==> src/rtl/pattern_gen.sv <==
// Serial pattern generator: builds a W-bit word holding a requested number of ones or zeros,
// emitting it MSB-first one bit per clock with a start/done handshake.
module pattern_gen #(
   parameter int unsigned W = 8
) (
   input  logic         clk,
   input  logic         rst,
   input  logic         start,
   input  logic [1:0]   sel,
   input  logic [W-1:0] cnt_in,
   output logic         busy,
   output logic         bit_valid,
   output logic         bit_out,
   output logic         done,
   output logic         err,
   output logic [W-1:0] word_out
);

   localparam int unsigned CW = $clog2(W + 1);

   typedef enum logic [1:0] {
      StIdle,
      StBusy,
      StDone
   } state_e;

   state_e        state_q;
   logic [CW-1:0] n_q;
   logic [CW-1:0] k_q;
   logic [CW-1:0] k_inc;
   logic [W:0]    cnt_ext;
   logic [W:0]    clamp;
   logic [W:0]    n_full;
   logic [CW-1:0] n_start;
   logic          sel_ok;

   // N is derived in W+1 bits so the clamp and W - c never overflow; it always fits in CW bits.
   always_comb begin
      sel_ok  = (sel == 2'b01) || (sel == 2'b10);
      cnt_ext = {1'b0, cnt_in};
      clamp   = (cnt_ext > (W + 1)'(W)) ? (W + 1)'(W) : cnt_ext;
      n_full  = sel[1] ? clamp : ((W + 1)'(W) - clamp);
      n_start = n_full[CW-1:0];
      k_inc   = k_q + CW'(1);
   end

   always_ff @(posedge clk) begin
      if (rst) begin
         state_q   <= StIdle;
         n_q       <= '0;
         k_q       <= '0;
         busy      <= 1'b0;
         bit_valid <= 1'b0;
         bit_out   <= 1'b0;
         done      <= 1'b0;
         err       <= 1'b0;
         word_out  <= '0;
      end else begin
         done <= 1'b0;
         err  <= 1'b0;
         case (state_q)
            StIdle: begin
               if (start) begin
                  if (sel_ok) begin
                     state_q   <= StBusy;
                     n_q       <= n_start;
                     k_q       <= '0;
                     word_out  <= '0;
                     busy      <= 1'b1;
                     bit_valid <= 1'b1;
                     bit_out   <= (n_start != '0);
                  end else begin
                     err <= 1'b1;
                  end
               end
            end
            StBusy: begin
               // bit_out already holds the bit for index k_q; shift it in and prepare k_q + 1.
               word_out <= {word_out[W-2:0], bit_out};
               if (k_q == CW'(W - 1)) begin
                  state_q   <= StDone;
                  k_q       <= '0;
                  busy      <= 1'b0;
                  bit_valid <= 1'b0;
                  bit_out   <= 1'b0;
                  done      <= 1'b1;
               end else begin
                  k_q     <= k_inc;
                  bit_out <= (k_inc < n_q);
               end
            end
            StDone: begin
               state_q <= StIdle;
            end
            default: begin
               state_q <= StIdle;
            end
         endcase
      end
   end

endmodule

==> config.mk <==
export PLATFORM = sky130hd
export DESIGN_NAME = pattern_gen
export DESIGN_NICKNAME = d
export VERILOG_FILES = /design/src/rtl/pattern_gen.sv
export SDC_FILE = /design/constraint.sdc
export NUM_CORES = 1
export LEC_CHECK = 0
export ABC_AREA = 1
export BUFFER_PORTS_ARGS = -buffer_cell sky130_fd_sc_hd__buf_2
export CORE_MARGIN = 3
export CORE_UTILIZATION = 58
export CTS_BUF_LIST = sky130_fd_sc_hd__clkbuf_4
export CTS_CLUSTER_DIAMETER = 60
export CTS_CLUSTER_SIZE = 20
export DETAILED_ROUTE_END_ITERATION = 10
export PLACE_DENSITY_LB_ADDON = 0.08
export SYNTH_ARGS = -nofsm -noshare
export SYNTH_HDL_FRONTEND = slang
export SYNTH_SLANG_ARGS = --single-unit
==> constraint.sdc <==
create_clock -name clk -period 4.24 [get_ports clk]
set_input_delay 0.212 -clock clk [delete_from_list [all_inputs] [get_ports clk]]
set_output_delay 0.212 -clock clk [all_outputs]
set_load 0.02 [all_outputs]
**After elaboration in Yosys (flattened, before gate mapping)**

Index checks and enable logic that the tools add are counted.

- Register bits: 22
- Input port bits: 13
- Output and inout bits: 13
- Word-level logic and storage cells: 55

- Add/sub/neg operators: 2
- $lt $le $gt $ge: 2
- Eq/ne operators: 7
- Muxes and demuxes: 23
- Bitwise logic cells: 3
- Reductions and logical operators: 10

Operators with widths:

| kind | count |
|---|---|
| two-way mux 4 bit | 5 |
| two-way mux 8 bit | 2 |
| case mux 8 bit (2 select lines) | 1 |
| AND reduction 3 bit | 3 |
| > comparator 8 x 4 -> 1 bit (second input constant) | 1 |
| two-way mux 1 bit | 8 |
| case mux 4 bit (2 select lines) | 1 |
| two-way mux 2 bit | 3 |
| != test 2 bit (second input constant) | 3 |
| adder 4 x 1 -> 4 bit (second input constant) | 1 |
| equality test 2 x 1 -> 1 bit (second input constant) | 2 |
| equality test 4 x 3 -> 1 bit (second input constant) | 1 |
| less-than comparator 4 bit | 1 |
| case mux 1 bit (2 select lines) | 2 |
| case mux 2 bit (2 select lines) | 1 |
| AND reduction 4 bit | 1 |
| nonzero test 4 bit | 1 |
| subtractor 4 bit (first input constant) | 1 |
| inverter 1 bit | 3 |
| OR reduction 3 bit | 1 |
| equality test 2 bit (second input constant) | 1 |
| logical NOT 2 bit | 1 |
| nonzero test 2 bit | 1 |
| OR reduction 2 bit | 1 |
| logical OR 1 bit | 1 |

**Depth between registers and ports, before layout**

- Depth after elaboration: 8
- Depth in mapped cells: 12
- Gate-level depth less buffers: 12

**Worst setup path before layout**

Ideal clock, no wire load.

- Path type: input to register
- Start point: in cnt_in[4]
- End point: reg bit_out
- Library setup time: 119 ps
- Data arrival time: 1367 ps
- Setup slack: 2754 ps
- Stages on the path: 12
- Path through: nor2_1 > nand2_1 > nor2_1 > nand2_1 > ha_1 > nor2_1 > nand3b_1 > nand3_1 > nor2_1 > nand2_1 > nand2_1 > a21oi_1

- Cells in the longest elaborated chain, start to end: 8

RTL lines:

| what | RTL line | RTL |
|---|---|---|
| start: declaration | 10 | `input logic [W-1:0] cnt_in,` |
| > comparator 8 x 4 -> 1 bit (*) | 41 | `clamp = (cnt_ext > (W + 1)'(W)) ? (W + 1)'(W) : cnt_ext;` |
| two-way mux 4 bit (*) | 41 |  |
| subtractor 4 bit | 42 | `n_full = sel[1] ? clamp : ((W + 1)'(W) - clamp);` |
| two-way mux 4 bit (*) | 42 |  |
| nonzero test 4 bit (*) | 71 | `bit_out <= (n_start != '0);` |
| two-way mux 1 bit (*) | 64 | `if (sel_ok) begin` |
| two-way mux 1 bit (*) | 63 | `if (start) begin` |
| case mux 1 bit (2 select lines) (*) | 61 | `case (state_q)` |
| end signal: assignment | 71 |  |
| end signal: assignment | 89 | `bit_out <= (k_inc < n_q);` |
| end: declaration | 13 | `output logic bit_out,` |

Mark *: on every way between the ends. The rest lies on a longest branch, timed or not. The select of a mux whose other input is x is not followed.
A chain may end at the register's enable or synchronous reset.

**Worst setup path in the final report**

- Start point: reg k_q[0]
- End point: reg bit_out

- Cells in the longest elaborated chain, start to end: 4
- Elaborated cells on any way between the ends: 5

RTL lines:

| what | RTL line | RTL |
|---|---|---|
| start: declaration | 29 | `logic [CW-1:0] k_q;` |
| start signal: assignment | 88 | `k_q <= k_inc;` |
| adder 4 x 1 -> 4 bit | 44 | `k_inc = k_q + CW'(1);` |
| less-than comparator 4 bit | 89 |  |
| two-way mux 1 bit (*) | 80 | `if (k_q == CW'(W - 1)) begin` |
| case mux 1 bit (2 select lines) (*) | 61 |  |

Mark *: on every way between the ends. The rest lies on a longest branch, timed or not.

==> impl_results.md <==
- Peak supply drop: 0.229 mV
- Simple-gate portion of the synthesized area: 26.0%
- Layout Area Growth over Synthesis: 14.1%
- WP data required: 4480 ps
- Hold slack: 232 ps
- Setup WS post-layout: 2630 ps
- Placed Area: 1200 um2
- Area of the mapped netlist: 1070 um2
- DRT Wirelength: 2100 um
- Commonest cells in the netlist: nand2_1 (38), dfxtp_1 (22), a21oi_1 (19), inv_1 (19), nor2_1 (13)
- Number of synthesis warnings: 0
- Number of synthesized flops with an enable pin: 0
- F_max: 621 MHz
- Top cell family by delay on the critical path: adder cells
- Largest family of logic cells by synthesized area: simple AND/OR/NAND/NOR gates
- Starting Density: 66.3%
- Setup crit end kind: register
- Most common cell in the netlist: nand2_1
- Number of detailed-route iterations in the first pass: 4
- Final nets: 192
- R2R depth: 8
- Clock Root Buffer: clkbuf_4
- Post-Synth XOR/XNOR Area: 3.16%
- Crit Path Category: reg -> reg
- Die H: 48.9 um
- CTS buffer count: 3
- Main synth FF type: dfxtp_1
- Final max-slew violation count: 0
- Post-synthesis compound-gate area fraction: 13.8%
- Hold Crit Class: in -> reg
- Non-filler cells, final: 196
- CTS Sinks: 22
- Sequential Power Share: 58.9%
- Power, Total: 0.373 mW
- Netlist cell types: 25
- Synthesized area per cell: 7.22 um2
- Syn_nets: 166
- Remaining DRCs: 0
- Largest net degree at the start of global routing: 19
- PD cells: 306 nW/um2
- Worst path depth: 8
- Post-synth ARST share: 0%
- Layout cells sized above 1: 18.6%
- Max-Cap Viols: 0
- Number of port buffers: 25
- Vias in the first global route: 910
- Chip width: 48.9 um
- Initial antenna violation count: 0
- CP max stage cell: dfxtp_1
- CP Launch Type: register
- Post-CTS Hold Buffers: 0
- Dpl hpwl: 1670 um
- Die area: 2390 um2
- Sw frac: 27.5%
- Proportion of netlist area held by the largest area contributor: 41.2%
- Clk_skew: 5.71 ps
- Final Hold Fails: 0
- Post-Synth Adder-Cell Area: 5.85%
- Worst Path Buf+Inv: 1
- First-pass GRT wire length: 3660 um
- H-tree depth: 1
- Clock Tree Buf Depth: 2
- Combinational Power Share: 17.2%
- Fraction of synthesized area in multiplexers: 0%
- Vias/cell: 5.01
- Crit-path cells: ha_1, ha_1, a21oi_1, nand3b_1, nand4_1, nand2_1, inv_1, a21oi_1
- Inst Count DP: 193
- Slew Limit Headroom: 79.6%
- Drt initial violations: 20
- CTS resizes: 0
- GR Util All Layers: 19.6%
- Final core utilization: 75.6%
- Leakage power: 0.585 nW
- Register area share after synthesis: 41.2%
- Tcrit/Tclk final: 38.0%
- CTS tree: built
- Setup Buffers After CTS: 0
- Status: finished, final reports clean
- Post-DRT Antenna Nets: 0
- Core Area: 1610 um2
- Final Instance Area: 1220 um2
- Unrepaired setup endpoints after global routing: no
- Congestion Overflow GR: 0
- Dpl ws: 2470 ps
- P_sw: 0.103 mW
- Internal: 0.271 mW
- Routability-driven placement congestion ratio: 0.892
- Post-synthesis cell count: 148
- Clk_lat worst skew: 300 ps
- Post-synth top area cell: dfxtp_1
- #FFs+latches synth: 22
- Top fanout value on the critical path: 5
- Synth area leaders: dfxtp_1 (41%), nand2_1 (13%), a21oi_1 (8.9%)
- Hold Path Depth: 3
- Wirelength per Cell: 10.7 um
- Clock share of power: 23.9%
- Via Count: 981
- Final setup viols: 0
- Row count: 14
- Slew @ Worst Pin: 306 ps
- Clock slew at the register clock pins of the worst setup and hold paths: 110 ps
- CP arrival: 1850 ps
- Antenna cells: 0
- CP peak stage delay: 360 ps
- Num ports: 26
- Setup tns final: 0 ps
- Min Tclk post-route: 1610 ps
## cells by family after synthesis
logic type                 after synthesis
and+or+nand+nor                         65
AOI/OAI and AO/OA                       28
buffers and inverters                   25
DFF                                     22
adders and majority gates                5
xor gates and xnor gates                 3
## worst paths after layout
check / startpoint / to / slack (ps)
worst max-delay path: k_q[0] / bit_out / 2630
worst min-delay path: cnt_in[0] / n_q[0] / 230
worst max register to register: k_q[0] / bit_out / 2630
worst min register to register: word_out[7] / word_out[7] / 470
## worst register-to-register path: stages (launching register included)
cell,delay [ps]
dfxtp_1,360
ha_1,330
ha_1,280
a21oi_1,150
nand3b_1,130
nand4_1,80
nand2_1,70
inv_1,40
a21oi_1,120
## layout make-up
type | instances | area, um2
fillers | 144 | 393
repair buffers | 25 | 125
flip-flops and latches | 22 | 440
multi-input cells | 101 | 522
inverters | 21 | 78.8
well taps | 24 | 30.0
clock buffers | 3 | 22.5
## state kept, by name, indices dropped and copies added, names as in the netlist
name and cells:
err 1, word_out 8, n_q 4, state_q 2, done 1, k_q 4
bit_out 1, bit_valid 1
## power by group through the flow
stage	Combinational [mW]	Clock (mW)	Sequential, mW
6_report	0.0643	0.0893	0.220
3_5_place_dp	0.0643	0	0.224
4_1_cts	0.0647	0.0929	0.220
3_3_place_gp	0.0629	0	0.224
2_1_floorplan	0.0449	0	0.227
5_1_grt	0.0732	0.103	0.221
## cell usage in the layout, fill, tap and decap left out, drive strengths merged
master / n
ha: 5
inv: 20
o21ai: 6
clkinv: 1
xnor2: 2
o21a: 1
nand2: 39
buf: 25
nand3: 5
nor2: 14
o211ai: 2
nand4: 3
clkbuf: 3
nor3: 2
nand3b: 2
xor2: 1
a21oi: 19
dfxtp: 22
## metal layers
metal	wire length [um]	vias to the layer above	track usage, %
met5	0	-	0
met4	34	0	9.48
met2	1000	20	34.8
li1	-	524	-
met1	979	433	21.7
met3	82	4	4.59
No activity file was read; power rests on OpenSTA's default activity.
